`src/rtl/ps2_pkg.sv`:
```
// -----------------------------------------------------------------------------
// ps2_pkg
// Shared definitions for the PS/2 keyboard receiver:
//   - frame FSM state encoding (IDLE, DATA, PARITY, STOP)
//   - scancode prefix bytes (E0 = extended, F0 = break)
//   - ps2_width(): counter width needed to hold a value up to max_val
// No ports (package).
// -----------------------------------------------------------------------------
package ps2_pkg;

  typedef logic [1:0] ps2_state_t;

  localparam ps2_state_t ST_IDLE   = 2'd0;
  localparam ps2_state_t ST_DATA   = 2'd1;
  localparam ps2_state_t ST_PARITY = 2'd2;
  localparam ps2_state_t ST_STOP   = 2'd3;

  localparam logic [7:0] PS2_PREFIX_EXT = 8'hE0;
  localparam logic [7:0] PS2_PREFIX_BRK = 8'hF0;

  // Bits needed for a counter that must reach max_val (never less than 1).
  function automatic int ps2_width(input int max_val);
    return (max_val < 2) ? 1 : $clog2(max_val + 1);
  endfunction

endpackage

```
`src/rtl/ps2_line_filter.sv`:
```
// -----------------------------------------------------------------------------
// ps2_line_filter
// Two-flop synchroniser followed by a debouncer for one PS/2 line. The output
// only changes after FILT consecutive synchronised samples disagree with it;
// any agreeing sample restarts the count, so pulses shorter than FILT cycles
// never reach the output.
// Ports:
//   clk_sys  in   system clock
//   reset    in   synchronous active-high reset (output idles high)
//   line     in   raw asynchronous PS/2 line
//   filt     out  synchronised, debounced line
// -----------------------------------------------------------------------------
module ps2_line_filter
  import ps2_pkg::*;
#(
  parameter int FILT = 4
) (
  input  logic clk_sys,
  input  logic reset,
  input  logic line,
  output logic filt
);

  localparam int CW = ps2_width(FILT);

  logic          sync1;
  logic          sync2;
  logic [CW-1:0] cnt;

  // NOTE: every register in a clocked block is assigned with <= so all flops
  // sample the pre-edge values; a blocking '=' here would collapse sync1 and
  // sync2 into a single stage.
  always_ff @(posedge clk_sys) begin
    if (reset) begin
      // PS/2 lines idle high; resetting to 1 avoids a phantom falling edge.
      sync1 <= 1'b1;
      sync2 <= 1'b1;
      cnt   <= '0;
      filt  <= 1'b1;
    end else begin
      sync1 <= line;
      sync2 <= sync1;
      if (sync2 == filt) begin
        cnt <= '0;
      end else if (cnt == CW'(FILT - 1)) begin
        // This is the FILT-th disagreeing sample in a row.
        filt <= sync2;
        cnt  <= '0;
      end else begin
        cnt <= cnt + CW'(1);
      end
    end
  end

endmodule

```
`src/rtl/ps2_kbd_rx.sv`:
```
// -----------------------------------------------------------------------------
// ps2_kbd_rx
// Core-side PS/2 keyboard receiver. Filters the PS/2 clock/data pair,
// deserialises 11-bit frames (start, 8 data LSB first, odd parity, stop),
// reports parity/framing errors, aborts stalled frames after TIMEOUT cycles
// and folds E0/F0 prefixes into single key events.
// Ports:
//   clk_sys       in   system clock
//   reset         in   synchronous active-high reset
//   ps2_clk       in   PS/2 clock, asynchronous, idles high
//   ps2_data      in   PS/2 data, asynchronous
//   rx_byte       out  last correctly received byte
//   rx_strobe     out  1-cycle pulse when rx_byte updates
//   parity_err    out  1-cycle pulse on parity failure
//   frame_err     out  1-cycle pulse on bad start/stop bit or timeout
//   key_code      out  scancode of the last key event
//   key_pressed   out  1 = make, 0 = break
//   key_extended  out  1 = E0-prefixed code
//   key_strobe    out  1-cycle pulse when key_* update
// -----------------------------------------------------------------------------
module ps2_kbd_rx
  import ps2_pkg::*;
#(
  parameter int FILT    = 4,
  parameter int TIMEOUT = 20000
) (
  input  logic       clk_sys,
  input  logic       reset,
  input  logic       ps2_clk,
  input  logic       ps2_data,
  output logic [7:0] rx_byte,
  output logic       rx_strobe,
  output logic       parity_err,
  output logic       frame_err,
  output logic [7:0] key_code,
  output logic       key_pressed,
  output logic       key_extended,
  output logic       key_strobe
);

  localparam int TW = ps2_width(TIMEOUT);

  // ---------------------------------------------------------------------------
  // Input conditioning
  // ---------------------------------------------------------------------------
  logic clk_f;
  logic data_f;
  logic clk_q;
  logic fall;

  ps2_line_filter #(.FILT(FILT)) u_clk_filter (
    .clk_sys (clk_sys),
    .reset   (reset),
    .line    (ps2_clk),
    .filt    (clk_f)
  );

  ps2_line_filter #(.FILT(FILT)) u_data_filter (
    .clk_sys (clk_sys),
    .reset   (reset),
    .line    (ps2_data),
    .filt    (data_f)
  );

  always_ff @(posedge clk_sys) begin
    if (reset) begin
      clk_q <= 1'b1;
    end else begin
      clk_q <= clk_f;
    end
  end

  // Both lines pass through identical filters, so data_f is aligned with the
  // clock edge that the device intended to sample it on.
  assign fall = clk_q & ~clk_f;

  // ---------------------------------------------------------------------------
  // Frame FSM with stall timeout
  // ---------------------------------------------------------------------------
  ps2_state_t    state;
  logic [2:0]    bit_idx;
  logic [7:0]    shift;
  logic          par_acc;
  logic          par_bit;
  logic [TW-1:0] to_cnt;

  always_ff @(posedge clk_sys) begin
    if (reset) begin
      state      <= ST_IDLE;
      bit_idx    <= '0;
      shift      <= '0;
      par_acc    <= 1'b0;
      par_bit    <= 1'b0;
      to_cnt     <= '0;
      rx_byte    <= '0;
      rx_strobe  <= 1'b0;
      parity_err <= 1'b0;
      frame_err  <= 1'b0;
    end else begin
      rx_strobe  <= 1'b0;
      parity_err <= 1'b0;
      frame_err  <= 1'b0;

      // A fall takes priority over an expiring timeout in the same cycle.
      if (fall) begin
        to_cnt <= '0;
        case (state)
          ST_IDLE: begin
            if (!data_f) begin
              state   <= ST_DATA;
              bit_idx <= '0;
              par_acc <= 1'b0;
            end else begin
              frame_err <= 1'b1;
            end
          end
          ST_DATA: begin
            shift   <= {data_f, shift[7:1]};
            par_acc <= par_acc ^ data_f;
            bit_idx <= bit_idx + 3'd1;
            if (bit_idx == 3'd7) begin
              state <= ST_PARITY;
            end
          end
          ST_PARITY: begin
            par_bit <= data_f;
            state   <= ST_STOP;
          end
          default: begin
            // Stop-bit error outranks parity: a broken frame says nothing
            // reliable about its parity.
            if (!data_f) begin
              frame_err <= 1'b1;
            end else if (par_acc ^ par_bit) begin
              rx_byte   <= shift;
              rx_strobe <= 1'b1;
            end else begin
              parity_err <= 1'b1;
            end
            state <= ST_IDLE;
          end
        endcase
      end else if (state == ST_IDLE) begin
        to_cnt <= '0;
      end else if (to_cnt == TW'(TIMEOUT - 1)) begin
        frame_err <= 1'b1;
        state     <= ST_IDLE;
        to_cnt    <= '0;
      end else begin
        to_cnt <= to_cnt + TW'(1);
      end
    end
  end

  // ---------------------------------------------------------------------------
  // Prefix decoder: consumes only accepted bytes, so errored frames never
  // disturb the prefix flags. Prefixes may arrive in either order.
  // ---------------------------------------------------------------------------
  logic ext_flag;
  logic brk_flag;

  always_ff @(posedge clk_sys) begin
    if (reset) begin
      ext_flag     <= 1'b0;
      brk_flag     <= 1'b0;
      key_code     <= '0;
      key_pressed  <= 1'b0;
      key_extended <= 1'b0;
      key_strobe   <= 1'b0;
    end else begin
      key_strobe <= 1'b0;
      if (rx_strobe) begin
        if (rx_byte == PS2_PREFIX_EXT) begin
          ext_flag <= 1'b1;
        end else if (rx_byte == PS2_PREFIX_BRK) begin
          brk_flag <= 1'b1;
        end else begin
          key_code     <= rx_byte;
          key_extended <= ext_flag;
          key_pressed  <= ~brk_flag;
          key_strobe   <= 1'b1;
          ext_flag     <= 1'b0;
          brk_flag     <= 1'b0;
        end
      end
    end
  end

endmodule

```
`config.mk`:
```
export PLATFORM = sky130hd
export DESIGN_NAME = ps2_kbd_rx
export DESIGN_NICKNAME = d
export VERILOG_FILES = /design/src/rtl/ps2_pkg.sv /design/src/rtl/ps2_line_filter.sv /design/src/rtl/ps2_kbd_rx.sv
export SDC_FILE = /design/constraint.sdc
export NUM_CORES = 1
export LEC_CHECK = 0
export CAP_MARGIN = 25
export CORE_MARGIN = 2
export CORE_UTILIZATION = 56
export DETAILED_ROUTE_END_ITERATION = 6
export PLACE_DENSITY = 0.84
export SYNTH_ARGS = -nofsm -noshare
export SYNTH_HDL_FRONTEND = slang
export SYNTH_SLANG_ARGS = --single-unit
```
`constraint.sdc`:
```
create_clock -name clk_sys -period 2.4 [get_ports clk_sys]
set_input_delay 0.48 -clock clk_sys [delete_from_list [all_inputs] [get_ports clk_sys]]
set_output_delay 0.48 -clock clk_sys [all_outputs]
set_load 0.05 [all_outputs]
```
======== Yosys cells after proc, flatten, opt, wreduce, memory -nomap -nowiden ========
Cells that the tools add are included.
storage, ports and cells
  input bits .............................. 4
  output and inout port bits .............. 22
  latch bits .............................. 0
  register bits ........................... 67
  RAM bits ................................ 0
  memories ................................ 0
  bits in read-only memories .............. 0
operators by class
  divide/modulo/power cells ............... 0
  equality and inequality tests ........... 14
  order comparisons ....................... 0
  reduce and logical (&&, ||, !) cells .... 20
  add/subtract/negate cells ............... 4
  multiplexer cells ....................... 22
  bitwise gates (word level) .............. 13
  multiply operators ...................... 0
  shift-type cells ........................ 0
operators with widths
  kind                                                                   count
  8-bit equality test, second input constant                             2
  15-bit by 1-bit adder with 15-bit output, second input constant        1
  15-bit equality test, second input constant                            1
  1-bit 2-to-1 mux                                                       12
  2-bit AND reduction                                                    6
  3-bit OR reduction                                                     4
  2-bit 2-to-1 mux                                                       5
  1-bit NOT                                                              10
  3-bit by 1-bit adder with 3-bit output, second input constant          3
  4-bit AND reduction                                                    2
  3-bit by 2-bit equality test with 1-bit output, second input constant  2
  2-bit inequality test, second input constant                           3
  2-bit case mux with 3 select lines                                     1
  3-bit case mux with 2 select lines                                     1
  3-bit AND reduction                                                    2
  6-bit OR reduction                                                     1
  1-bit case mux with 2 select lines                                     2
  2-bit nonzero test                                                     2
  4-bit OR reduction                                                     1
  3-bit equality test, second input constant                             1
  3-bit 2-to-1 mux                                                       1
  3-bit inequality test, second input constant                           1
  1-bit equality test                                                    2
  2-bit by 1-bit equality test with 1-bit output, second input constant  1
  5 further kinds                                                        6

======== Logic depth before layout (Yosys ltp) ========
Gate-level depths: netlist (run 1).
  word-level depth ........................ 4
  depth in mapped cells ................... 8

======== Hierarchy ========
A second synthesis (run 1) with hierarchy kept.
second synthesis, totals
  cells, all modules ...................... 269
  area, all modules ....................... 2698.8 µm²
by module, submodules not included
  module           area an instance (µm²)  cells an instance  times used
  ps2_kbd_rx       2270.9                  235                1
  ps2_line_filter  214.0                   17                 2

======== Worst setup path after synthesis (run 1) ========
Ideal clock, no wire load.
  path kind ............................... reg-to-reg
  start point ............................. reg to_cnt[0]
  end point ............................... reg to_cnt[10]
  data required time ...................... 2.336 ns
  stages on the path, launching flop included .. 9
  arrival ................................. 1.710 ns
  slack ................................... 0.626 ns
  cells stage by stage .................... dfxtp_1 ha_1 and3_1 buf_6 and4_4 or4_4 buf_6 buf_8 nor2_1
between the ends
  cells in the longest elaborated chain, start to end .. 2
RTL lines
  item                                                                              RTL line           text
  start, declared                                                                   ps2_kbd_rx.sv:85   logic [TW-1:0] to_cnt;
  start signal, assigned                                                            ps2_kbd_rx.sv:150  to_cnt <= to_cnt + TW'(1);
  branches (longest 2 deep; another with 15-bit by 1-bit adder with 15-bit output)  -
Several ways; the timed one is not identified.
A chain may end at the register's enable or synchronous reset.

======== Final worst setup path (run 1) ========
  start point ............................. reg rx_byte[4]
  end point ............................... out rx_byte[4]
RTL lines
  item                    RTL line           text
  start, declared         ps2_kbd_rx.sv:31   output logic [7:0] rx_byte,
  start signal, assigned  ps2_kbd_rx.sv:135  rx_byte <= shift;
No word-level cell between the ends.

==> flow_metrics.env, run 1 <==
export IMPL_netlist_instances=276
export IMPL_p_seq_share_pct=56.4
export IMPL_ys_async_sr_fraction_pct=0
export IMPL_tritoncts="yes"
export IMPL_power_switching_w=0.000450
export IMPL_layout_min_cycle_time_ns=2.07
export IMPL_routed_wl_microns=4720
export IMPL_fin_area_sq_um=3120
export IMPL_critPathCaptureType="output pin"
export IMPL_critPathCapture="rx_byte[4]"
export IMPL_yosysTopAreaCell="dfxtp_1"
export IMPL_drv_cap=0
export IMPL_finalClockSkew_ns=0.0100
export IMPL_cts_resized=0
export IMPL_post_cts_buffers=0
export IMPL_fillers=390
export IMPL_critPathTopFamily="buffers and inverters"
export IMPL_critPathMaxFanout=5
export IMPL_cp_required_ns=1.92
export IMPL_antenna_found_initial=0
export IMPL_critPathLaunchType="register"
export IMPL_drt_pass1_iterations=4
export IMPL_switching_share_pct=22.7
export IMPL_grt_pass1_wl_microns=7450
export IMPL_instances_no_fill=357
export IMPL_critical_path_depth=1
export IMPL_synth_edf_count=0
export IMPL_max_freq_mhz=482
export IMPL_hold_buffers=0
export IMPL_grt_util_all_layers_pct=18.6
export IMPL_area_growth_pct=15.6
export IMPL_grt_max_degree=20
export IMPL_clk_pin_slew_ns=0.07
export IMPL_dieArea_sq_um=5390
export IMPL_io_buffers=25
export IMPL_wl_per_cell_microns=13.2
export IMPL_avgSynthCellArea_sq_um=9.77
export IMPL_pwr_density_cell_nw_per_um2=635
export IMPL_clock_sinks=67
export IMPL_grt_pass1_vias=1744
export IMPL_slew_violations=0
export IMPL_ff2ff_path_depth=5
export IMPL_die_x_microns=73.4
export IMPL_p_int_w=0.00153
export IMPL_yosysSeqAreaShare_pct=49.7
export IMPL_vdd_drop_max_mv=0.553
export IMPL_crit_type="reg -> out"
export IMPL_met1_length_microns=2160
export IMPL_avgViaCountPerCell=5.48
export IMPL_ys_types=39
export IMPL_arrival_ns=1.59
export IMPL_fp_row_count=25
export IMPL_cts_max_level=3
export IMPL_reg2reg_to="bit_idx[2]$_SDFFE_PP0P_"
export IMPL_setup_viol=0
export IMPL_synth_nets=292
export IMPL_drt_iter0_drc=74
export IMPL_critPathBufInv=1
export IMPL_drive_gt1_share_pct=9.24
export IMPL_total_power_w=0.00198
export IMPL_grt_ovfl_total=0
export IMPL_tns_ns=0
export IMPL_path_cells="clkdlybuf4s50_1"
export IMPL_crit_path_start="rx_byte[4]$_SDFFE_PP0P_"
export IMPL_n_antenna_cell=0
export IMPL_min_period_over_period_pct=86.4
export IMPL_slowest_stage="clkdlybuf4s50_1"
export IMPL_crit_path_max_incr_delay_ns=0.83
export IMPL_yosys_top_cells_area="dfxtp_1 (50%), ha_1 (5.6%), nor2_1 (5.4%)"
export IMPL_pwr_share_clk_pct=42.1
export IMPL_met2WireLength_microns=2280
export IMPL_hold_violations=0
export IMPL_cts_buffer_depth=2
export IMPL_dp_hpwl_microns=3280
export IMPL_leakage_nw=1.17
export IMPL_dp_cells=341
export IMPL_wl_met3_microns=138
export IMPL_status="complete, no violations"
export IMPL_yosys_warnings=0
export IMPL_r2r_start="state[0]$_SDFFE_PP0P_"
export IMPL_synth_top_cell_area_share_pct=49.7
export IMPL_final_nets=314
export IMPL_top_layer="met4"
export IMPL_initial_core_util_pct=57.5
export IMPL_vias=1956
export IMPL_tightestPinTransition_ns=0.662
export IMPL_clockRootBuffer="clkbuf_8"
export IMPL_fp_dieH_microns=73.4
export IMPL_drc=0
export IMPL_synth_cell_area_sq_um=2700
export IMPL_rsz0062_at_grt="false"
export IMPL_pin_count=26
export IMPL_worstSkewPairLatency_ns=0.35
export IMPL_synth_seq_cells=67
export IMPL_synth_main_ff_cell="dfxtp_1"
export IMPL_hold_path_class="reg -> reg"
export IMPL_core_area_sq_um=4690
export IMPL_r2r_slack_ns=0.60
export IMPL_place_congestion=0.786
export IMPL_cts_buffers_inserted=9
export IMPL_combPwrFrac_pct=1.5
export IMPL_slew_headroom_pct=55.7
export IMPL_postRouteAntennaNets=0
export IMPL_dpl_cell_area_sq_um=2940
==> power by group through the flow <==
stage | Combinational [W] | Clock, W | Sequential [W]
floorplan | 0.0000185 | 0 | 0.00114
global placement | 0.0000276 | 0 | 0.00114
detailed placement | 0.0000289 | 0 | 0.00114
CTS | 0.0000289 | 0.000847 | 0.00112
global route | 0.0000318 | 0.000888 | 0.00112
finish | 0.0000291 | 0.000834 | 0.00112
==> cell usage after synthesis (3+ instances only) <==
cell / instances
mux2i_1: 13
dfxtp_1: 67
nand2_1: 13
nor2_1: 39
or2_2: 5
nor4b_1: 3
a22o_1: 12
nor2b_1: 10
xor2_1: 12
ha_1: 12
and2_1: 3
nand4_1: 6
and4_1: 3
xnor2_1: 4
and3_1: 3
clkbuf_1: 7
nand3_1: 13
buf_2: 5
a21oi_1: 11
inv_1: 8
==> logic make-up (layout without fill, tap and decap cells) <==
| family | count (synthesis) | count (layout) | synth area share (%) |
|---|---|---|---|
| compound gates | 32 | 32 | 8.49 |
| xor+xnor | 16 | 16 | 5.19 |
| fa+ha+maj | 12 | 12 | 5.57 |
| buf+inv | 25 | 52 | 4.68 |
| flops | 67 | 67 | 49.7 |
| mux | 13 | 13 | 4.82 |
| simple gates | 111 | 111 | 21.5 |
==> per-layer routing <==
layer | up-vias | global-route usage [%]
li1 | 988 | -
met1 | 921 | 20.3
met2 | 34 | 31.0
met3 | 13 | 5.49
met4 | 0 | 12.5
met5 | - | 0
==> cells in the final DEF (no fill, tap or decap), types with 2 or more instances in the layout <==
| cell type | synthesis | layout |
|---|---|---|
| nor2b_1 | 10 | 10 |
| nand2b_1 | 2 | 2 |
| nand3_1 | 13 | 13 |
| a21oi_1 | 11 | 11 |
| nor4b_1 | 3 | 3 |
| nor3_1 | 2 | 2 |
| a22oi_1 | 2 | 2 |
| nand4_1 | 6 | 6 |
| nor2_1 | 39 | 39 |
| or2_2 | 5 | 5 |
| clkdlybuf4s50_1 | 0 | 25 |
| and4_1 | 3 | 3 |
| buf_4 | 0 | 3 |
| inv_1 | 8 | 8 |
| dfxtp_1 | 67 | 67 |
| or3_1 | 2 | 2 |
| xor2_1 | 12 | 12 |
| o21a_1 | 2 | 2 |
| mux2i_1 | 13 | 13 |
| clkinv_2 | 0 | 3 |
| and3_1 | 3 | 3 |
| clkbuf_8 | 0 | 10 |
| a211o_1 | 2 | 2 |
| a22o_1 | 12 | 12 |
| nand2_1 | 13 | 13 |
| ha_1 | 12 | 12 |
| and2_1 | 3 | 3 |
| xnor2_1 | 4 | 4 |
==> registers in the layout, summed over array words and instances, names as in the netlist, 2 cells and up <==
name,cells
state,2
u_clk_filter.cnt,3
shift,8
u_data_filter.cnt,3
key_code,8
bit_idx,3
to_cnt,15
rx_byte,8
==> final cells by class <==
cell class	instances	area, sq um	area share (%)
inverters	8	30.0	0.963
well taps	54	67.6	2.17
clock buffers	10	138	4.41
repair buffers	28	273	8.74
clock inverters	6	40.0	1.28
flip-flops and latches	67	1340	43.0
multi-input cells	184	1230	39.4
==> per-stage QoR <==
| stage | hold slack (ns) | setup slack [ns] | util, % |
|---|---|---|---|
| floorplan | 0.389 | 0.626 | - |
| global placement | 0.392 | 0.500 | 62.7 |
| detailed placement | 0.395 | 0.432 | 62.7 |
| CTS | 0.409 | 0.326 | 66.5 |
| global route | 0.415 | 0.267 | 66.5 |
| finish | 0.410 | 0.326 | 66.5 |
==> worst min path at each step <==
stage / cells after the start / from / slack (ns) / endpoint
2_1_floorplan: 1 / u_clk_filter.sync1$_SDFF_PP1_ / 0.39 / u_clk_filter.sync2$_SDFF_PP1_
3_3_place_gp: 1 / u_clk_filter.sync1$_SDFF_PP1_ / 0.39 / u_clk_filter.sync2$_SDFF_PP1_
3_5_place_dp: 1 / u_clk_filter.sync1$_SDFF_PP1_ / 0.39 / u_clk_filter.sync2$_SDFF_PP1_
4_1_cts: 1 / u_data_filter.sync1$_SDFF_PP1_ / 0.41 / u_data_filter.sync2$_SDFF_PP1_
5_1_grt: 1 / u_clk_filter.sync1$_SDFF_PP1_ / 0.42 / u_clk_filter.sync2$_SDFF_PP1_
6_report: 1 / u_clk_filter.sync1$_SDFF_PP1_ / 0.41 / u_clk_filter.sync2$_SDFF_PP1_
(Power assumes the default switching activity.)
==> run 2, diff against run 1 <==
CORE_ASPECT_RATIO = 2   (was default)
==> run 2 against run 1 <==
Via count increased by 0.56%. Cell count is 0.56% higher. Critical endpoint unchanged. Fmax rose by 0.76%. Critical path type unchanged. Setup slack better by 0.016 ns. Worst hold slack lost 0.0019 ns. Global-route usage rose by 1.6 points. Flip-flop and latch count is the same. Largest cell class unchanged.
==> flow_metrics.env, run 2 (synthesis results as in run 1) <==
export IMPL_layout_common_cells="dfxtp_1 (67), nor2_1 (39), clkdlybuf4s50_1 (25)"
export IMPL_hold_violations=0
export IMPL_worstSkewPairLatency_ns=0.33
export IMPL_area_growth_pct=16.0
export IMPL_dieArea_sq_um=5420
export IMPL_routed_wl_microns=4630
export IMPL_hold_buffers=0
export IMPL_final_common_cell="dfxtp_1"
export IMPL_fp_dieH_microns=102
export IMPL_cts_buffers_inserted=9
export IMPL_slew_headroom_pct=58.3
export IMPL_clk_pin_slew_ns=0.07
export IMPL_critPathMaxFanout=5
export IMPL_slew_violations=0
export IMPL_fin_area_sq_um=3130
export IMPL_dp_hpwl_microns=3420
export IMPL_rsz0062_at_grt="false"
export IMPL_drv_cap=0
export IMPL_cts_max_level=3
export IMPL_fp_row_count=35
export IMPL_total_power_w=0.00197
export IMPL_crit_path_max_incr_delay_ns=0.83
export IMPL_place_congestion=0.725
export IMPL_finalClockSkew_ns=0.00735
export IMPL_combPwrFrac_pct=1.4
export IMPL_die_x_microns=53.1
export IMPL_power_switching_w=0.000413
export IMPL_min_period_over_period_pct=85.8
export IMPL_clockRootBuffer="clkbuf_8"
export IMPL_crit_type="reg -> out"
export IMPL_pwr_share_clk_pct=41.8
export IMPL_setup_viol=0
export IMPL_grt_pass1_vias=1944
export IMPL_hold_path_class="reg -> reg"
export IMPL_tightestPinTransition_ns=0.623
export IMPL_critPathBufInv=1
export IMPL_dpl_worst_slack_ns=0.405
export IMPL_top_register="to_cnt"
export IMPL_drt_pass1_iterations=4
export IMPL_avgViaCountPerCell=5.48
export IMPL_vias=1967
export IMPL_drive_gt1_share_pct=9.21
export IMPL_largest_register_ffs=15
export IMPL_max_freq_mhz=486
export IMPL_r2r_slack_ns=0.66
export IMPL_drc=0
export IMPL_p_seq_share_pct=56.7
export IMPL_grt_pass1_wl_microns=7990
export IMPL_vdd_drop_max_mv=0.536
export IMPL_grt_ovfl_total=0
export IMPL_cts_buffer_depth=2
export IMPL_core_area_sq_um=4640
export IMPL_critPathLaunchType="register"
export IMPL_switching_share_pct=21.0
export IMPL_drt_iter0_drc=26
export IMPL_tns_ns=0
export IMPL_wl_per_cell_microns=12.9
export IMPL_leakage_nw=1.17
export IMPL_arrival_ns=1.58
export IMPL_pin_count=26
export IMPL_slowest_stage="clkdlybuf4s50_1"
export IMPL_status="complete, no violations"
export IMPL_critPathCaptureType="output pin"
export IMPL_post_cts_buffers=0
export IMPL_grt_util_all_layers_pct=20.2
export IMPL_cp_required_ns=1.92
export IMPL_n_antenna_cell=0
export IMPL_dpl_cell_area_sq_um=2950
export IMPL_initial_core_util_pct=58.1
export IMPL_grt_max_degree=20
export IMPL_critPathTopFamily="buffers and inverters"
export IMPL_timing_hold_ws_ns=0.408
export IMPL_final_nets=315
export IMPL_cts_resized=0
export IMPL_postRouteAntennaNets=0
export IMPL_setup_slack_ns=0.342
export IMPL_tritoncts="yes"
export IMPL_clock_sinks=67
export IMPL_layout_min_cycle_time_ns=2.06
export IMPL_path_cells="clkdlybuf4s50_1"
export IMPL_antenna_found_initial=0
export IMPL_p_int_w=0.00156
export IMPL_pwr_density_cell_nw_per_um2=629
export IMPL_io_buffers=25
run 2: metrics by stage:
stage | instances | utilization [%]
after floorplan | 276 | -
after global placement | 343 | 63.6
after detailed placement | 343 | 63.6
after CTS | 359 | 67.4
after global routing | 359 | 67.4
final | 359 | 67.4
run 2: final timing paths:
path / to / depth (start not counted) / from
worst min register to register: u_data_filter.sync2$_SDFF_PP1_ / 1 / u_data_filter.sync1$_SDFF_PP1_
worst min-delay path: u_data_filter.sync2$_SDFF_PP1_ / 1 / u_data_filter.sync1$_SDFF_PP1_
worst max-delay path: rx_byte[4] / 1 / rx_byte[4]$_SDFFE_PP0P_
worst max register to register: to_cnt[7]$_SDFF_PP0_ / 5 / to_cnt[0]$_SDFF_PP0_
run 2: layout make-up:
class / instances / area [sq um]
Inverter: 8 / 30.0
Tap cell: 55 / 68.8
Clock inverter: 4 / 25.0
Clock buffer: 12 / 155
Fill cell: 394 / 1510
Multi-Input combinational cell: 184 / 1230
Timing Repair Buffer: 29 / 280
Sequential cell: 67 / 1340
run 2: metal layers:
| layer | wire [microns] | global-route usage, % |
|---|---|---|
| met5 | 0 | 0 |
| met4 | 80 | 11.8 |
| met3 | 129 | 6.87 |
| met2 | 2660 | 37.2 |
| met1 | 1760 | 18.0 |
run 2: power by group through the flow:
stage / logic, W / clock network [W] / registers, W
after floorplan: 0.0000185 / 0 / 0.00114
after global placement: 0.0000275 / 0 / 0.00114
after detailed placement: 0.0000281 / 0 / 0.00114
after CTS: 0.0000282 / 0.000847 / 0.00112
after global routing: 0.0000319 / 0.000897 / 0.00112
final: 0.0000283 / 0.000823 / 0.00112
